<file path="config.mk">
export PLATFORM = sky130hd
export DESIGN_NAME = note_recorder
export DESIGN_NICKNAME = d
export VERILOG_FILES = /design/src/rtl/note_recorder.sv
export SDC_FILE = /design/constraint.sdc
export NUM_CORES = 1
export LEC_CHECK = 0
export BUFFER_PORTS_ARGS = -buffer_cell sky130_fd_sc_hd__buf_2
export CAP_MARGIN = 20
export CORE_MARGIN = 1
export CORE_UTILIZATION = 50
export CTS_CLUSTER_DIAMETER = 100
export DETAILED_ROUTE_END_ITERATION = 6
export PLACE_DENSITY = 0.7
export SLEW_MARGIN = 15
export SYNTH_ARGS = -nofsm -noshare
export SYNTH_HDL_FRONTEND = slang
export SYNTH_SLANG_ARGS = --single-unit
</file>
<file path="constraint.sdc">
create_clock -name CLOCK_50 -period 7.25 [get_ports CLOCK_50]
set_clock_uncertainty 0.05 [all_clocks]
set_input_delay 0.3625 -clock CLOCK_50 [delete_from_list [all_inputs] [get_ports CLOCK_50]]
set_output_delay 0.3625 -clock CLOCK_50 [all_outputs]
set_load 0.005 [all_outputs]
</file>
<file path="src/rtl/note_recorder.sv">
// Key-press recorder: timestamps held keys in ms ticks and emits one
// {note, start, end} record per note into an external record memory.
module note_recorder #(
    parameter int TICK_DIV  = 50000,
    parameter int ADDR_W    = 6,
    parameter int MIN_TICKS = 2
) (
    input  logic              CLOCK_50,
    input  logic              reset,
    input  logic              record_en,
    input  logic              key_down,
    input  logic [3:0]        key_note,
    input  logic              wr_ready,
    output logic              wr_valid,
    output logic [ADDR_W-1:0] wr_addr,
    output logic [61:0]       wr_data,
    output logic [ADDR_W:0]   note_count,
    output logic              full,
    output logic [28:0]       time_now
);
    localparam int PW = (TICK_DIV > 1) ? $clog2(TICK_DIV) : 1;
    localparam logic [PW-1:0]   PRESC_LAST = PW'(TICK_DIV - 1);
    localparam logic [28:0]     TIME_MAX   = '1;
    localparam logic [ADDR_W:0] MEM_SLOTS  = {1'b1, {ADDR_W{1'b0}}};

    typedef enum logic [2:0] {S_IDLE, S_ARMED, S_HELD, S_EMIT, S_FULL} state_t;

    state_t            state_reg, state_next;
    logic              rec_en_prev_reg;
    logic [PW-1:0]     presc_reg, presc_next;
    logic [28:0]       time_reg, time_next;
    logic [3:0]        note_reg, note_next;
    logic [28:0]       start_reg, start_next;
    logic [61:0]       rec_data_reg, rec_data_next;
    logic              pending_reg, pending_next;
    logic [ADDR_W-1:0] wptr_reg, wptr_next;
    logic [ADDR_W:0]   count_reg, count_next;
    logic              full_reg, full_next;

    logic              rise;
    logic              too_short;
    logic [ADDR_W:0]   count_inc;

    assign rise      = record_en & ~rec_en_prev_reg;
    assign too_short = (time_reg - start_reg) < 29'(MIN_TICKS);
    assign count_inc = count_reg + (ADDR_W+1)'(1);

    always_ff @(posedge CLOCK_50 or posedge reset) begin
        if (reset) begin
            state_reg       <= S_IDLE;
            rec_en_prev_reg <= 1'b1;  // a fresh rising edge is needed after reset
            presc_reg       <= '0;
            time_reg        <= '0;
            note_reg        <= '0;
            start_reg       <= '0;
            rec_data_reg    <= '0;
            pending_reg     <= 1'b0;
            wptr_reg        <= '0;
            count_reg       <= '0;
            full_reg        <= 1'b0;
        end else begin
            state_reg       <= state_next;
            rec_en_prev_reg <= record_en;
            presc_reg       <= presc_next;
            time_reg        <= time_next;
            note_reg        <= note_next;
            start_reg       <= start_next;
            rec_data_reg    <= rec_data_next;
            pending_reg     <= pending_next;
            wptr_reg        <= wptr_next;
            count_reg       <= count_next;
            full_reg        <= full_next;
        end
    end

    always_comb begin
        state_next    = state_reg;
        presc_next    = presc_reg;
        time_next     = time_reg;
        note_next     = note_reg;
        start_next    = start_reg;
        rec_data_next = rec_data_reg;
        pending_next  = pending_reg;
        wptr_next     = wptr_reg;
        count_next    = count_reg;
        full_next     = full_reg;

        if (record_en) begin
            if (presc_reg == PRESC_LAST) begin
                presc_next = '0;
                if (time_reg != TIME_MAX)
                    time_next = time_reg + 29'd1;
            end else begin
                presc_next = presc_reg + PW'(1);
            end
        end

        case (state_reg)
            S_IDLE: begin
                if (rise)
                    state_next = S_ARMED;
            end
            S_ARMED: begin
                if (!record_en) begin
                    state_next = S_IDLE;
                end else if (key_down) begin
                    note_next  = key_note;
                    start_next = time_reg;
                    state_next = S_HELD;
                end
            end
            S_HELD: begin
                if (!record_en) begin
                    pending_next = 1'b0;
                    if (too_short) begin
                        state_next = S_IDLE;
                    end else begin
                        rec_data_next = {note_reg, start_reg, time_reg};
                        state_next    = S_EMIT;
                    end
                end else if (!key_down) begin
                    if (too_short) begin
                        state_next = S_ARMED;
                    end else begin
                        rec_data_next = {note_reg, start_reg, time_reg};
                        state_next    = S_EMIT;
                    end
                end else if (key_note != note_reg) begin
                    // The new note opens now; the old one is captured in rec_data.
                    note_next  = key_note;
                    start_next = time_reg;
                    if (!too_short) begin
                        rec_data_next = {note_reg, start_reg, time_reg};
                        pending_next  = 1'b1;
                        state_next    = S_EMIT;
                    end
                end
            end
            S_EMIT: begin
                if (wr_ready) begin
                    wptr_next  = wptr_reg + ADDR_W'(1);
                    count_next = count_inc;
                    if (count_inc == MEM_SLOTS) begin
                        full_next    = 1'b1;
                        pending_next = 1'b0;
                        state_next   = S_FULL;
                    end else if (pending_reg) begin
                        pending_next = 1'b0;
                        state_next   = S_HELD;
                    end else if (!record_en) begin
                        state_next = S_IDLE;
                    end else begin
                        state_next = S_ARMED;
                    end
                end
            end
            S_FULL: begin
                if (!record_en)
                    state_next = S_IDLE;
            end
            default: state_next = S_IDLE;
        endcase

        // A new session restarts the clock and the memory regardless of state.
        if (rise) begin
            presc_next = '0;
            time_next  = '0;
            wptr_next  = '0;
            count_next = '0;
            full_next  = 1'b0;
        end
    end

    assign wr_valid   = (state_reg == S_EMIT);
    assign wr_data    = wr_valid ? rec_data_reg : '0;
    assign wr_addr    = wptr_reg;
    assign note_count = count_reg;
    assign full       = full_reg;
    assign time_now   = time_reg;
endmodule

</file>
# [After elaboration in Yosys (flattened, before gate mapping)]
# Index checks and enable logic that the tools add are counted.
[word_totals] reg_bits=159 in_bits=9 out_inout_bits=106 elab_cells=113
[classes] n_addsub=5 n_lt_le_gt_ge=1 n_eq_ne=23 n_mux=55 n_bitwise=2 reduce_logical=16
[ops] op="two-way mux 62 bit" count=5
[ops] op="two-way mux 29 bit" count=9
[ops] op="one-hot mux 29 bit (2 select lines)" count=1
[ops] op="two-way mux 16 bit" count=3
[ops] op="two-way mux 3 bit" count=10
[ops] op="adder 29 x 1 -> 29 bit, second input constant" count=1
[ops] op="< comparator 29 x 2 -> 1 bit, second input constant" count=1
[ops] op="inequality test 29 bit, second input constant" count=1
[ops] op="subtractor 29 bit" count=1
[ops] op="two-way mux 7 bit" count=3
[ops] op="two-way mux 4 bit" count=5
[ops] op="two-way mux 6 bit" count=3
[ops] op="adder 16 x 1 -> 16 bit, second input constant" count=1
[ops] op="equality test 16 bit, second input constant" count=1
[ops] op="inequality test 2 bit, second input constant" count=8
[ops] op="nonzero test 2 bit" count=8
[ops] op="one-hot mux 3 bit (5 select lines)" count=1
[ops] op="inequality test 3 bit, second input constant" count=4
[ops] op="AND reduction 6 bit" count=2
[ops] op="two-way mux 1 bit" count=10
[ops] op="inequality test 4 bit, second input constant" count=2
[ops] op="one-hot mux 4 bit (2 select lines)" count=1
[ops] op="adder 7 x 1 -> 7 bit, second input constant" count=1
[ops] op="equality test 7 bit, second input constant" count=1
[ops] op="14 further kinds" count=19

# [Depth between registers and ports, before layout]
# Gate-level depths: netlist of the first run.
[depth] depth_word=7 depth_mapped=14 mapped_depth_nobuf=12

# [Worst setup path after synthesis of the first run]
# Ideal clock, no wire load.
[synth_path] path_type="register -> register" start="reg time_reg[6], in the netlist time_now[6]" end="reg rec_data_reg[0]" setup_time_ps=125 arrival_ps=3424 required_time_ps=7075 slack_ps=3651 stages_incl_launch_ff=14 path_buffers=2 synth_period_minus_slack_ps=3599 path_cell_list="dfrtp_1 > ha_1 > buf_2 > nand3_1 > nor3b_2 > a211oi_2 > or4_4 > a2111oi_2 > nor2_1 > nor4_2 > nand4_2 > o211ai_4 > buf_12 > mux2_4"
[synth_between] elab_chain_len=6
[synth_rtl] element="start: declaration" line_no="31" source="logic [28:0] time_reg, time_next;"
[synth_rtl] element="start signal: assignment" line_no="65" source="time_reg <= time_next;"
[synth_rtl] element="subtractor 29 bit (*)" line_no="45" source="assign too_short = (time_reg - start_reg) < 29'(MIN_TICKS);"
[synth_rtl] element="< comparator 29 x 2 -> 1 bit (*)" line_no="45"
[synth_rtl] element="two-way mux 62 bit (*)"
[synth_rtl] element="two-way mux 62 bit (2 in a row)"
[synth_rtl] element="two-way mux 62 bit (*)"
[synth_rtl] element="end signal: assignment" line_no="68" source="rec_data_reg <= rec_data_next;"
[synth_rtl] element="end: declaration" line_no="34" source="logic [61:0] rec_data_reg, rec_data_next;"
# Mark *: on every way between the ends. The rest lies on a longest branch, timed or not. The select of a mux whose other input is x is not followed.
# A chain may end at the register's enable or synchronous reset.

# [Worst setup path in the final report of the first run]
[layout_path] start="reg time_reg[1], in the netlist time_now[1]" end="reg rec_data_reg[5]"
# Same word-level chain as after synthesis.

==> results.yml, run 1 <==
outcome:
  status: "complete, but fails checks"
  violations: "DRC"
die:
  initial_core_util_pct: 51.59
  num_io_pins: 115
  dieHeight_um: 138.8
  die_w_um: 138.8
  core_um2: 18150
  die-area_um2: 19270
  rows: 49
yosys:
  synth_top_area_cell: "dfrtp_1"
  synthAdderAreaFrac_pct: 4.357
  synth_warnings: 0
  synth_xor_xnor_area_share_pct: 5.146
  synth_fp_nets: 992
  synth_compound_area_share_pct: 11.67
  synth.cell_area_um2: 9361
  ys_top_cells_by_area: "dfrtp_1 (42%), mux2_4 (9.6%), and2_1 (4.3%), ha_1 (4.1%), nand2_1 (3.4%)"
  syn_area_per_cell_um2: 9.844
  ys_seq_area_share_pct: 42.52
  synth_top_family_by_area: "simple AND/OR/NAND/NOR gates"
  synth.distinct_cells: 71
  synthArstFlopShare_pct: 100.0
  yosysTopAreaCellShare_pct: 42.23
  synth_commonest_cells: "dfrtp_1 (158), nand2_1 (86), nor2_1 (80), and2_1 (65)"
  yosysMostFrequentCell: "dfrtp_1"
  ys.flop_type: "dfrtp_1"
  synth_simple_gate_area_share_pct: 20.41
  ys_ff_latch: 159
  synth-edff-count: 0
  syn_inst: 951
  synth.area.mux_share_pct: 11.25
routing:
  routedWlPerCell_um: 16.67
  drtIter0Drc: 550
  ant_nets: 0
  post-route-drc-count: 9
  wirelength_um: 21490
  via_per_inst: 5.619
  dr.pass1.iters: 7
  via_count: 7243
pwr:
  ir_drop_mv: 0.2205
  p_leak_nw: 5.455
  p_per_area_nw_per_um2: 302.5
  power_mw: 3.231
finish:
  antenna_cells: 0
  drive_above_1_share_pct: 22.36
  largest_reg_flops: 62
  synthToLayoutAreaGrowth_pct: 14.07
  layout.nets: 1088
grt:
  grt_pass1_vias: 7175
  grt_max_degree: 90
  grt_pass1_wl_um: 36300
  track_usage_pct: 23.37
  antenna_found_initial: 0
  grt_overflow: 0
worst_setup_path:
  worstSetupPathType: "flop to flop"
  arrival_ns: 5.24
  cp_max_fo: 58
  worstPathRequired_ns: 7.51
  crit_path_end_kind: "flop"
  start_kind: "flop"
sta:
  worst_pin_slew_ns: 1.083
  period_needed_ns: 4.978
  fmax_mhz: 200.9
  relSlewSlack_pct: 27.81
  rsz0062_at_grt: "no"
  setup_viol: 0
  fin_crit_sh_pct: 68.67
  slew_violations: 0
  hold_viol_final: 0
  setup_tns_ns: 0
job:
  maxCapViolCount: 0
placed_design:
  dp_hpwl_um: 15020
  routabilityCongestion: 0.9197
  port_buffers: 114
clock_network:
  postCtsSetupRepairBufs: 0
  numCtsBuffers: 17
  cts_root_buffer: "clkbuf_16"
  ctsResizeCount: 0
  h-tree-depth: 4
  clk_pin_slew_ns: 0.06
  cts_num_sinks: 159
  cts_tree: "done"
  clock_latency_ns: 0.43
  cts.path.max_buffers: 2
  hold_buffers: 0
worst_hold_path:
  hold_path.class: "primary input to asynchronous set/reset pin"
==> critical path: stages (launching register included) <==
cell       delay (ns)
dfrtp_1          0.48
inv_1            0.13
fa_1             0.47
nor2b_1          0.23
o31ai_1          0.16
a211o_1          0.31
a311oi_1         0.49
o21a_1           0.21
o2111ai_1        0.13
nor4_1           0.41
nand4_2          0.26
o211ai_4         0.20
buf_4            0.88
mux2_2           0.43
==> cells in the final DEF, fill, tap and decap left out, types with 13 or more instances in the layout <==
master,count
and2_1,65
a21oi_1,52
nand3_1,30
nand4_1,22
nand2_1,86
o21ai_0,60
inv_1,45
clkbuf_16,17
ha_1,31
nor2_1,79
xnor2_1,22
mux2_4,60
nor3_1,13
buf_2,114
xor2_1,33
or3_1,15
dfrtp_1,158
==> area by class of cell <==
type	instances	area (µm²)
fill	1598	7468
multi-input combinational	704	4970
sequential	159	3980
timing repair buffer	119	608.1
clock buffer	22	474.2
tap	229	286.5
clock inverter	10	182.7
inverter	46	177.7
==> layer usage <==
layer	track usage (%)	up-vias	wire, µm
met2	37.69	164	10080
met3	5.180	25	996
met1	31.80	3521	10110
met4	6.257	0	302
li1	-	3533	-
met5	0	-	0
==> kinds of logic (layout without fill, tap and decap cells) <==
logic type,count (synthesis),count (layout)
adder cells (fa/ha/maj),32,32
AO/OA/AOI/OAI,174,174
AND/OR/NAND/NOR,369,369
flip-flops,159,159
XOR/XNOR,55,55
multiplexers,74,74
buffers and inverters,88,197
==> path summary, 6_finish.rpt <==
check	slack (ns)	endpoint	cells after the start	from
worst min-delay path	0.02	note_count[2]$_DFFE_PP0P_	2	reset
min in group CLOCK_50	0.07	rec_en_prev_reg$_DFF_PP1_	1	record_en
worst max-delay path	2.27	rec_data_reg[5]$_DFFE_PP0P_	13	time_now[1]$_DFFE_PP0P_
worst max register to register	2.27	rec_data_reg[5]$_DFFE_PP0P_	13	time_now[1]$_DFFE_PP0P_
worst min register to register	0.44	presc_reg[0]$_DFFE_PP0P_	1	presc_reg[0]$_DFFE_PP0P_
max in group asynchronous	5.75	rec_data_reg[20]$_DFFE_PP0P_	3	reset
==> per-stage QoR <==
stage | util, % | std cells | area [µm²] | hold slack (ns) | setup WS [ns]
after floorplan | - | 951 | 9361 | 0.3170 | 2.548
after global placement | 55.19 | 1257 | 10020 | 0.4277 | 2.404
after detailed placement | 55.19 | 1257 | 10020 | 0.4240 | 2.326
after CTS | 58.81 | 1289 | 10670 | 0.05774 | 2.286
after global routing | 58.85 | 1289 | 10680 | 0.05971 | 2.024
final | 58.85 | 1289 | 10680 | 0.01534 | 2.272
==> power breakdown <==
group,switching [mW],leakage [nW],internal (mW)
Clock,0.360,0.324,0.638
Combinational,0.627,2.95,0.533
Sequential,0.0892,2.18,0.983
Note: power is estimated with default switching activity, not from simulation.
==> run 2: changes to the inputs <==
--- a/config.mk
+++ b/config.mk
@@ -11,7 +11,7 @@
 export CORE_UTILIZATION = 50
 export CTS_CLUSTER_DIAMETER = 100
 export DETAILED_ROUTE_END_ITERATION = 6
-export PLACE_DENSITY = 0.7
+export PLACE_DENSITY = 0.73
 export SLEW_MARGIN = 15
 export SYNTH_ARGS = -nofsm -noshare
 export SYNTH_HDL_FRONTEND = slang
==> constraint.sdc (replaced) <==
create_clock -name CLOCK_50 -period 4.47 [get_ports CLOCK_50]
set_clock_uncertainty 0.05 [all_clocks]
set_input_delay 0.2235 -clock CLOCK_50 [delete_from_list [all_inputs] [get_ports CLOCK_50]]
set_output_delay 0.2235 -clock CLOCK_50 [all_outputs]
set_load 0.005 [all_outputs]
==> results.yml, run 2 (synthesis gave the netlist of run 1 again) <==
finish:
  layout_common_cells: "dfrtp_1 (158), buf_2 (114), nand2_1 (86), nor2_1 (79), and2_1 (65)"
  antenna_cells: 0
  largest_reg_flops: 62
  drive_above_1_share_pct: 23.40
  synthToLayoutAreaGrowth_pct: 15.72
  mostFrequentLayoutCell: "dfrtp_1"
  layout.nets: 1105
  instances_no_fill: 1306
sta:
  whs_ns: -0.03630
  fmax_mhz: 236.8
  hold_viol_final: 13
  setup_tns_ns: 0
  slew_violations: 0
  relSlewSlack_pct: 43.47
  rsz0062_at_grt: "no"
  fin_crit_sh_pct: 94.48
  setup_viol: 0
  worst_pin_slew_ns: 0.8480
  period_needed_ns: 4.223
worst_setup_path:
  worstSetupPathType: "flop to flop"
  cp_max_fo: 28
  start_kind: "flop"
  crit_path_end_kind: "flop"
  arrival_ns: 4.48
  worstPathRequired_ns: 4.73
grt:
  grt_pass1_vias: 7128
  grt_overflow: 0
  antenna_found_initial: 0
  grt_max_degree: 160
  grt_pass1_wl_um: 36090
  track_usage_pct: 23.40
clock_network:
  cts_root_buffer: "clkbuf_16"
  h-tree-depth: 4
  cts_num_sinks: 159
  clk_pin_slew_ns: 0.06
  numCtsBuffers: 17
  cts_tree: "done"
  cts.path.max_buffers: 2
  clock_latency_ns: 0.43
outcome:
  violations: "DRC, hold timing"
  status: "complete, but fails checks"
die:
  die-area_um2: 19270
  initial_core_util_pct: 51.59
  die_w_um: 138.8
  num_io_pins: 115
  core_um2: 18150
  rows: 49
  dieHeight_um: 138.8
pwr:
  power_mw: 5.219
  p_per_area_nw_per_um2: 481.8
  ir_drop_mv: 0.4237
  p_leak_nw: 5.525
routing:
  via_count: 7225
  routedWlPerCell_um: 16.46
  dr.pass1.iters: 6
  post-route-drc-count: 14
  drtIter0Drc: 386
  wirelength_um: 21500
  via_per_inst: 5.532
  ant_nets: 0
placed_design:
  dp_hpwl_um: 15020
  dp.cells: 1269
  routabilityCongestion: 0.9309
  port_buffers: 114
job:
  maxCapViolCount: 0
worst_hold_path:
  hold_path.class: "primary input to asynchronous set/reset pin"
-- run 2: where the power goes --
part / total (mW) / internal, mW / switching [mW] / leakage (nW)
logic: 1.92 / 0.888 / 1.03 / 3.05
registers: 1.74 / 1.59 / 0.141 / 2.18
clock network: 1.57 / 0.943 / 0.624 / 0.301
-- run 2: timing repair --
item                                    in CTS  in global routing
hold buffers                                 5                  0
endpoints found under the setup margin       0                  4
hold endpoints to repair                     5                  0
resized for setup                            0                  1
setup buffers                                0                  0
-- run 2: path summary, 6_finish.rpt --
kind / startpoint / to / slack [ns] / cells past startpoint
setup / recovery: time_now[0]$_DFFE_PP0P_ / rec_data_reg[22]$_DFFE_PP0P_ / 0.25 / 13
hold / removal: reset / rec_data_reg[7]$_DFFE_PP0P_ / -0.04 / 3
hold reg to reg: start_reg[17]$_DFFE_PP0P_ / rec_data_reg[46]$_DFFE_PP0P_ / 0.44 / 1
max in group asynchronous: reset / presc_reg[5]$_DFFE_PP0P_ / 3.76 / 3
setup reg to reg: time_now[0]$_DFFE_PP0P_ / rec_data_reg[22]$_DFFE_PP0P_ / 0.25 / 13
min in group CLOCK_50: key_down / pending_reg$_DFFE_PP0P_ / 0.08 / 3
-- run 2: layout make-up --
| class | instances | area (µm²) |
|---|---|---|
| multi-input combinational | 704 | 4970 |
| tap | 229 | 286.5 |
| inverter | 46 | 176.4 |
| timing repair buffer | 136 | 785.8 |
| sequential | 159 | 3980 |
| clock inverter | 15 | 209.0 |
| fill | 1552 | 7315 |
| clock buffer | 17 | 425.4 |
-- run 2: layer usage --
layer	routed length [µm]	global-route usage, %	vias to the layer above
met4	423	8.070	0
met1	10010	31.42	3466
met2	10040	37.75	165
met5	0	0	-
li1	-	-	3566
met3	1031	4.765	28
-- run 2: critical path: stages (launching register included) --
cell,delay (ns)
dfrtp_1,0.47
nor2b_1,0.34
fa_1,0.30
nor2b_1,0.09
o31ai_1,0.45
a211o_1,0.28
a21oi_1,0.09
nor4_1,0.44
nand4b_1,0.16
nor4_1,0.34
nand4_2,0.24
o211ai_4,0.22
buf_12,0.29
mux2_4,0.33
-- run 2: stage by stage --
stage          util, %  worst slack (ns)  cell area [µm²]
2_1_floorplan        -            0.8711             9365
6_report         59.69            0.2467            10830
4_1_cts          59.66            0.2946            10830
3_5_place_dp     55.89            0.3326            10140
3_3_place_gp     55.89            0.4243            10140
5_1_grt          59.69           0.04431            10830
